==> src/rtl/cr16_issue_fsm.sv <==
`default_nettype none
// +----------------------------------------------------------------------------+
// | Module      : cr16_issue_fsm                                               |
// | Description : CR16 instruction issue FSM. Accepts one instruction over a   |
// |               valid/ready handshake, decodes it and sequences the          |
// |               datapath through an operand-read cycle and a writeback       |
// |               cycle.                                                       |
// |               Optional macro CR16_ISSUE_RETIRE_COUNT_EN adds a saturating  |
// |               16-bit retired-instruction counter (O_RETIRE_COUNT).         |
// | Revision    : 1.0 - initial release                                        |
// +----------------------------------------------------------------------------+
module cr16_issue_fsm #(
  parameter int REG_COUNT = 16,
  parameter int SEL_WIDTH = 4
) (
  input  logic                 I_CLK,
  input  logic                 I_RESET,
  input  logic [15:0]          I_INSTR,
  input  logic                 I_INSTR_VALID,
  output logic                 O_INSTR_READY,
  output logic                 O_DP_NRESET,
  output logic [REG_COUNT-1:0] O_REG_WRITE_ENABLE,
  output logic [SEL_WIDTH-1:0] O_REG_A_SELECT,
  output logic [SEL_WIDTH-1:0] O_REG_B_SELECT,
  output logic [15:0]          O_IMMEDIATE,
  output logic                 O_IMMEDIATE_SELECT,
  output logic [3:0]           O_OPCODE,
  output logic                 O_DONE,
`ifdef CR16_ISSUE_RETIRE_COUNT_EN
  output logic [15:0]          O_RETIRE_COUNT,
`endif
  output logic                 O_ILLEGAL
);

  localparam logic [1:0] C_ST_IDLE  = 2'd0;
  localparam logic [1:0] C_ST_READ  = 2'd1;
  localparam logic [1:0] C_ST_WRITE = 2'd2;

  // ALU opcodes
  localparam logic [3:0] C_ALU_ADD = 4'd0;
  localparam logic [3:0] C_ALU_SUB = 4'd1;
  localparam logic [3:0] C_ALU_CMP = 4'd2;
  localparam logic [3:0] C_ALU_AND = 4'd3;
  localparam logic [3:0] C_ALU_OR  = 4'd4;
  localparam logic [3:0] C_ALU_XOR = 4'd5;
  localparam logic [3:0] C_ALU_MOV = 4'd6;

  // Shared encoding of the R-type ext field and the I-type op field
  localparam logic [3:0] C_ENC_ADD = 4'b0101;
  localparam logic [3:0] C_ENC_SUB = 4'b1001;
  localparam logic [3:0] C_ENC_CMP = 4'b1011;
  localparam logic [3:0] C_ENC_AND = 4'b0001;
  localparam logic [3:0] C_ENC_OR  = 4'b0010;
  localparam logic [3:0] C_ENC_XOR = 4'b0011;
  localparam logic [3:0] C_ENC_MOV = 4'b1101;
  localparam logic [3:0] C_OP_RTYPE = 4'b0000;
  localparam logic [3:0] C_OP_LUI   = 4'b1111;

  localparam logic [REG_COUNT-1:0] C_ONE_HOT_BASE = {{(REG_COUNT-1){1'b0}}, 1'b1};

  logic [1:0]  r_state;
  logic [15:0] r_instr;
  logic        r_dp_nreset;

  logic [3:0]  w_op;
  logic [3:0]  w_ext;
  logic [7:0]  w_imm8;
  logic [3:0]  w_rdest;
  logic [3:0]  w_rsrc;

  logic        w_legal;
  logic        w_writes;
  logic        w_imm_sel;
  logic [3:0]  w_alu_op;
  logic [15:0] w_imm;
  logic        w_in_write;

  assign w_op    = r_instr[15:12];
  assign w_rdest = r_instr[11:8];
  assign w_ext   = r_instr[7:4];
  assign w_rsrc  = r_instr[3:0];
  assign w_imm8  = r_instr[7:0];

  // State sequencing and instruction capture; reset discards any instruction in flight
  always_ff @(posedge I_CLK) begin
    if (I_RESET) begin
      r_state <= C_ST_IDLE;
      r_instr <= 16'h0000;
    end else begin
      case (r_state)
        C_ST_IDLE: begin
          if (I_INSTR_VALID) begin
            r_state <= C_ST_READ;
            r_instr <= I_INSTR;
          end
        end
        C_ST_READ:  r_state <= C_ST_WRITE;
        C_ST_WRITE: r_state <= C_ST_IDLE;
        default:    r_state <= C_ST_IDLE;
      endcase
    end
  end

  // Datapath reset follows our own reset, registered so it is glitch-free
  always_ff @(posedge I_CLK) begin
    if (I_RESET) begin
      r_dp_nreset <= 1'b0;
    end else begin
      r_dp_nreset <= 1'b1;
    end
  end

  // Decode of the latched instruction; illegal encodings drive neutral controls
  always_comb begin
    w_legal   = 1'b0;
    w_writes  = 1'b0;
    w_imm_sel = 1'b0;
    w_alu_op  = C_ALU_ADD;
    w_imm     = 16'h0000;
    if (w_op == C_OP_RTYPE) begin
      w_legal  = 1'b1;
      w_writes = 1'b1;
      case (w_ext)
        C_ENC_ADD: w_alu_op = C_ALU_ADD;
        C_ENC_SUB: w_alu_op = C_ALU_SUB;
        C_ENC_CMP: begin
          w_alu_op = C_ALU_CMP;
          w_writes = 1'b0;
        end
        C_ENC_AND: w_alu_op = C_ALU_AND;
        C_ENC_OR:  w_alu_op = C_ALU_OR;
        C_ENC_XOR: w_alu_op = C_ALU_XOR;
        C_ENC_MOV: w_alu_op = C_ALU_MOV;
        default: begin
          w_legal  = 1'b0;
          w_writes = 1'b0;
        end
      endcase
    end else begin
      w_legal   = 1'b1;
      w_writes  = 1'b1;
      w_imm_sel = 1'b1;
      case (w_op)
        C_ENC_ADD: begin
          w_alu_op = C_ALU_ADD;
          w_imm    = {{8{w_imm8[7]}}, w_imm8};
        end
        C_ENC_SUB: begin
          w_alu_op = C_ALU_SUB;
          w_imm    = {{8{w_imm8[7]}}, w_imm8};
        end
        C_ENC_CMP: begin
          w_alu_op = C_ALU_CMP;
          w_imm    = {{8{w_imm8[7]}}, w_imm8};
          w_writes = 1'b0;
        end
        C_ENC_AND: begin
          w_alu_op = C_ALU_AND;
          w_imm    = {8'h00, w_imm8};
        end
        C_ENC_OR: begin
          w_alu_op = C_ALU_OR;
          w_imm    = {8'h00, w_imm8};
        end
        C_ENC_XOR: begin
          w_alu_op = C_ALU_XOR;
          w_imm    = {8'h00, w_imm8};
        end
        C_ENC_MOV: begin
          w_alu_op = C_ALU_MOV;
          w_imm    = {8'h00, w_imm8};
        end
        C_OP_LUI: begin
          w_alu_op = C_ALU_MOV;
          w_imm    = {w_imm8, 8'h00};
        end
        default: begin
          w_legal   = 1'b0;
          w_writes  = 1'b0;
          w_imm_sel = 1'b0;
        end
      endcase
    end
  end

  assign w_in_write = (r_state == C_ST_WRITE);

  // Controls come only from state and the latched instruction, so they hold in IDLE
  assign O_INSTR_READY      = (r_state == C_ST_IDLE);
  assign O_DP_NRESET        = r_dp_nreset;
  assign O_REG_A_SELECT     = SEL_WIDTH'(w_rdest);
  assign O_REG_B_SELECT     = SEL_WIDTH'(w_rsrc);
  assign O_IMMEDIATE        = w_imm;
  assign O_IMMEDIATE_SELECT = w_imm_sel;
  assign O_OPCODE           = w_alu_op;
  assign O_DONE             = w_in_write;
  assign O_ILLEGAL          = w_in_write & ~w_legal;
  assign O_REG_WRITE_ENABLE = (w_in_write && w_writes) ? (C_ONE_HOT_BASE << w_rdest)
                                                       : {REG_COUNT{1'b0}};

`ifdef CR16_ISSUE_RETIRE_COUNT_EN
  logic [15:0] r_retire_count;

  // Saturating count of retired instructions, illegal ones included
  always_ff @(posedge I_CLK) begin
    if (I_RESET) begin
      r_retire_count <= 16'h0000;
    end else if (w_in_write && (r_retire_count != 16'hFFFF)) begin
      r_retire_count <= r_retire_count + 16'h0001;
    end
  end

  assign O_RETIRE_COUNT = r_retire_count;
`endif

endmodule
`default_nettype wire

==> config.mk <==
export PLATFORM = sky130hd
export DESIGN_NAME = cr16_issue_fsm
export DESIGN_NICKNAME = d
export VERILOG_FILES = /design/src/rtl/cr16_issue_fsm.sv
export SDC_FILE = /design/constraint.sdc
export NUM_CORES = 1
export LEC_CHECK = 0
export BUFFER_PORTS_ARGS = -buffer_cell sky130_fd_sc_hd__buf_2
export CORE_MARGIN = 1.5
export CORE_UTILIZATION = 47
export CTS_BUF_LIST = sky130_fd_sc_hd__clkbuf_2 sky130_fd_sc_hd__clkbuf_4 sky130_fd_sc_hd__clkbuf_8
export DETAILED_ROUTE_END_ITERATION = 12
export PLACE_DENSITY = 0.82
export SETUP_SLACK_MARGIN = 0.05
export SLEW_MARGIN = 40
export SYNTH_ARGS = -nofsm -noshare
export SYNTH_HDL_FRONTEND = slang
export SYNTH_SLANG_ARGS = --single-unit
==> constraint.sdc <==
create_clock -name I_CLK -period 1.9 [get_ports I_CLK]
set_input_delay 0 -clock I_CLK [delete_from_list [all_inputs] [get_ports I_CLK]]
set_output_delay 0 -clock I_CLK [all_outputs]
set_load 0.02 [all_outputs]
**Word-level counts from Yosys, hierarchy flattened**

Index checks and enable logic that the tools add are counted.

- Reductions and logical operators: 11
- Equality and inequality tests: 18
- Muxes and demuxes: 16
- Bitwise gates (word level): 2
- Shift-type cells: 1

Operator list:

| cell | number |
|---|---|
| case mux 16 bit (3 select lines) | 1 |
| case mux 3 bit (6 select lines) | 2 |
| two-way mux 16 bit | 2 |
| equality test 4 bit, second input constant | 7 |
| equality test 4 x 2 -> 1 bit, second input constant | 4 |
| left shift 1 x 4 -> 16 bit, first input constant | 1 |
| OR reduction 7 bit | 2 |
| equality test 4 x 1 -> 1 bit, second input constant | 2 |
| equality test 4 x 3 -> 1 bit, second input constant | 2 |
| two-way mux 1 bit | 8 |
| OR reduction 8 bit | 1 |
| OR reduction 6 bit | 1 |
| logical NOT 4 bit | 1 |
| two-way mux 4 bit | 1 |
| case mux 2 bit (2 select lines) | 1 |
| OR reduction 4 bit | 1 |
| OR reduction 3 bit | 1 |
| equality test 2 x 1 -> 1 bit, second input constant | 1 |
| equality test 2 bit, second input constant | 1 |
| logical NOT 2 bit | 1 |
| two-way mux 2 bit | 1 |
| inequality test 2 bit, second input constant | 1 |
| AND reduction 2 bit | 1 |
| OR reduction 2 bit | 1 |
| 3 further kinds | 3 |

- Register bits after elaboration: 19
- Output and inout bits: 49
- Bits of input ports: 19

**Longest topological paths before layout**

- Depth in word-level cells: 6
- Gate-level depth with buffers: 6
- Mapped depth without buffers: 3

**Worst setup path before layout**

OpenSTA, ideal clock, no wires.

- Path kind: register to output
- Start point: register r_instr[13]
- End point: output port O_ILLEGAL
- Slack: -120 ps
- Data required time: 1900 ps
- Cell stages (with the launch flop): 5
- Buffers on the path: 1
- Data arrival time: 2020 ps
- Cells stage by stage: dfxtp_1 buf_2 nor2b_1 o22a_1 a2111oi_0

- Cells in the longest elaborated chain, start to end: 6
- Elaborated cells on any way between the ends: 14
- Classes of those cells: 8 x eq/ne; 2 x mux; 2 x bitwise; 2 x reduce/logical

RTL lines:

| item | line | RTL |
|---|---|---|
| start: declaration | 62 | `logic [15:0] r_instr;` |
| start signal: assignment | 88 | `r_instr <= 16'h0000;` |
| start signal: assignment | 94 | `r_instr <= I_INSTR;` |
| equality test 4 bit, or another cell as far along | 143 | `case (w_op)` |
| OR reduction 8 bit (no line) | n/a |  |
| two-way mux 1 bit | 143 |  |
| two-way mux 1 bit (*) | 120 | `if (w_op == C_OP_RTYPE) begin` |
| inverter 1 bit (*) | 197 | `assign O_ILLEGAL = w_in_write & ~w_legal;` |
| AND 1 bit (*) | 197 |  |
| end: declaration | 32 | `output logic O_ILLEGAL` |

Every way passes the cells marked *; elsewhere a longest branch is shown, timed or not.

**Final worst setup path**

- Start point: register r_instr[13]
- End point: output port O_REG_WRITE_ENABLE[11]

- Cells in the longest elaborated chain, start to end: 6
- Elaborated cells on any way between the ends: 13
- Classes of those cells: 7 x eq/ne; 3 x mux; 3 x reduce/logical

RTL lines:

| item | line | RTL |
|---|---|---|
| equality test 4 bit, or another cell as far along | 143 |  |
| OR reduction 7 bit (no line) | n/a |  |
| two-way mux 1 bit | 143 |  |
| two-way mux 1 bit (*) | 120 |  |
| logical AND 1 bit (*) | 198 | `assign O_REG_WRITE_ENABLE = (w_in_write && w_writes) ? (C_ONE_HOT_BASE << w_rdest)` |
| two-way mux 16 bit (*) | 198 |  |
| end: declaration | 22 | `output logic [REG_COUNT-1:0] O_REG_WRITE_ENABLE,` |

Marks and branches as above.

==> summary.txt <==
Clock network
  – Root buffer cell: clkbuf_4
  – CTS tree: yes
  – Clock sink count: 19
  – Clk_lat worst skew: 300 ps
  – H-tree levels: 1
  – Clock-pin slew on the worst setup and hold paths: 130 ps
  – Num CTS Buffers: 3
  – Clock tree buffer depth: 2

Timing
  – Final hold vios: 0
  – Clock skew: 2.51 ps
  – Fmax: 0.512 GHz
  – Slew Limit Fails: 0
  – Final critical-path setup slack: -52.9 ps
  – Final setup fails: 13
  – Tcrit/Tclk final: 1.03
  – TNS Setup: -377 ps
  – RSZ-0062 raised after global routing: true
  – Tmin final: 1950 ps

Die
  – Chip width: 56.7 µm
  – Row cnt: 19
  – Die area: 3210 µm²
  – Core Region: 2730 µm²
  – Die height: 56.7 µm
  – Starting density of the core: 0.495
  – IO Pins: 68

Cells and area
  – Core Util, Final: 0.789
  – Layout cells sized above 1: 0.465
  – Fill cells: 168
  – Commonest non-fill, non-tap cells in the layout: buf_2 (46), buf_4 (36), nor2_1 (23)
  – Area grow syn2layout: 59.4%
  – Antenna cells: 0
  – Commonest non-fill, non-tap cell in the layout: buf_2
  – NumNets Final: 280
  – FF+latch area: 388 µm²
  – Multi-input gate area: 927 µm²

Logic synthesis
  – Syn Area/Cell: 7.78 µm²
  – Distinct cells, synth: 37
  – Synthesized instance count: 174
  – Mapped cell area: 1350 µm²
  – Yosys reg bits: 19
  – Synthesized net count: 193
  – Asr flop ratio synth: 0
  – Top FF cell, synth: dfxtp_1
  – Yosys warns: 0
  – Post-synth EDFFs: 0
  – Register area share after synthesis: 0.281

Hold path
  – Worst Hold End: O_DP_NRESET
  – Hold depth: 2
  – Worst hold path type: in2reg
  – Hold path startpoint: I_RESET

Setup path
  – Crit path arrival time: 1950 ps
  – Critical Path End Type: primary output
  – Reg2reg path depth: 4
  – CP Launch Type: flop
  – CP max stage delay: 540 ps
  – Delay-heaviest family, CP: simple AND/OR/NAND/NOR gates
  – CP Buf/Inv Count: 3
  – R2R Setup Slk: 450 ps
  – Worst r2r src: r_state[0]
  – Worst-path maximum fanout: 8
  – Worst path cell trace: buf_6 -> or4_4 -> nor3_4 -> buf_6 -> nor4b_2 -> buf_4
  – Category of the most critical setup path: reg2out
  – Critical-path top delay cell: or4_4
  – Worst r2r dst: r_instr[12]
  – Worst EP required: 1900 ps
  – CP most frequent cell: buf_6

Place
  – Port Buf Inserts: 66
  – Routability Congestion: 0.870
  – Hpwl dp: 2510 µm

Routing
  – Via Count: 1615
  – Wire per inst: 16.1 µm
  – First-pass detailed-route iteration total: 4
  – Routed wire length: 4680 µm
  – First DRT Iteration DRCs: 69
  – DRC errors left: 0
  – Post-DRT Antenna Nets: 0
  – DR vias/cell: 5.55

Power and ir drop
  – VDD IR max: 0.000461 V
  – Pwr Total: 1.11 mW
  – PwrDens: 514 nW/µm²
  – Leak: 1.07 nW

Global routing
  – Gr ovfl total: 0
  – Initial antenna violation count: 0
  – Total track usage: 0.265
  – First-pass GRT wire length: 6740 µm
  – Largest net degree at the start of global routing: 18
  – Number of global-route vias before repair: 1534

Run status
  – Outcome: finished, violations left
  – Failing checks: setup timing

Job
  – MaxCap Viol Count: 0
metrics by stage:
step / hold slack, ps / cells / area [µm²] / setup slack (ps)
6_report: 64.8 / 291 / 2160 / -52.9
5_1_grt: 78.4 / 291 / 2160 / -82.8
4_1_cts: 50.8 / 289 / 2030 / 9.57
3_5_place_dp: 240 / 264 / 1710 / 233
3_3_place_gp: 231 / 264 / 1710 / -2.87
2_1_floorplan: 147 / 174 / 1360 / 127
flip-flops by register name (all words and copies together) (netlist names):
register and flops:
r_instr 16, O_DP_NRESET 1, r_state 2
where the power goes:
| group | total, mW | leakage (nW) | internal, mW | switching [mW] |
|---|---|---|---|---|
| Sequential | 0.457 | 0.158 | 0.425 | 0.0319 |
| Combinational | 0.427 | 0.900 | 0.191 | 0.236 |
| Clock | 0.227 | 0.0139 | 0.0800 | 0.147 |
| Total | 1.11 | 1.07 | 0.695 | 0.415 |
cells by family (layout without fill, tap and decap cells):
| family | after synthesis | count (layout) | synth area share |
|---|---|---|---|
| other | 1 | 1 | 0.00277 |
| AO/OA/AOI/OAI | 21 | 21 | 0.104 |
| AND/OR/NAND/NOR | 87 | 87 | 0.359 |
| flip-flops | 19 | 19 | 0.281 |
| buffers and inverters | 28 | 114 | 0.122 |
| multiplexers | 16 | 16 | 0.118 |
| XOR/XNOR | 2 | 2 | 0.0129 |
Yosys cell counts (2+ instances only):
master | instances | area, µm²
a21o_1 | 7 | 52.6
a21oi_1 | 5 | 25.0
and2_1 | 9 | 56.3
and3_1 | 2 | 12.5
buf_2 | 6 | 30.0
buf_4 | 10 | 75.1
buf_6 | 2 | 22.5
clkbuf_1 | 6 | 22.5
dfxtp_1 | 19 | 380
inv_1 | 4 | 15.0
mux2i_1 | 16 | 160
nand2_1 | 12 | 45.0
nand2b_1 | 3 | 18.8
nand3_1 | 4 | 20.0
nor2_1 | 23 | 86.3
nor2b_1 | 4 | 25.0
nor3_1 | 13 | 65.1
nor3b_1 | 2 | 15.0
nor4b_1 | 5 | 43.8
nor4bb_1 | 2 | 20.0
o21ai_0 | 3 | 15.0
xor2_1 | 2 | 17.5
worst reg2reg max path, delay by kind of cell, from the launching register on:
kind,cells,cell delay [ps]
muxes,1,360
DFF,1,430
buffers and inverters,1,250
and+or+nand+nor,2,300
what timing repair did:
item | in CTS | in global routing
endpoints found under the hold margin | 16 | 0
resized for setup | 22 | 31
hold buffers | 16 | 0
cloned | 1 | 0
endpoints found under the setup margin | 17 | 24
setup buffers | 5 | 2
pin swaps | 5 | 3
worst max-delay path by stage:
stage                            from                endpoint  slack (ps)  cells after the start
after global routing      r_instr[13]  O_REG_WRITE_ENABLE[11]         -80                      6
after global placement    r_instr[14]   O_REG_WRITE_ENABLE[0]          -3                      5
after CTS                 r_instr[13]  O_REG_WRITE_ENABLE[11]          10                      6
after detailed placement  r_instr[13]   O_REG_WRITE_ENABLE[6]         230                      6
final                     r_instr[13]  O_REG_WRITE_ENABLE[11]         -50                      6
after floorplan           r_instr[13]               O_ILLEGAL         130                      4
routing by layer:
layer	share of wire	GRT usage	vias up
li1	-	-	759
met1	0.39	0.324	758
met2	0.51	0.457	80
met3	0.057	0.0415	18
met4	0.034	0.116	0
met5	0	0	-
final cells by class:
type,instances,share of cell area
multi-input combinational,127,0.430
timing repair buffer,106,0.352
sequential,19,0.180
tap,31,0.0180
clock buffer,3,0.0104
inverter,4,0.00696
clock inverter,1,0.00348
No activity file was read; power rests on OpenSTA's default activity.
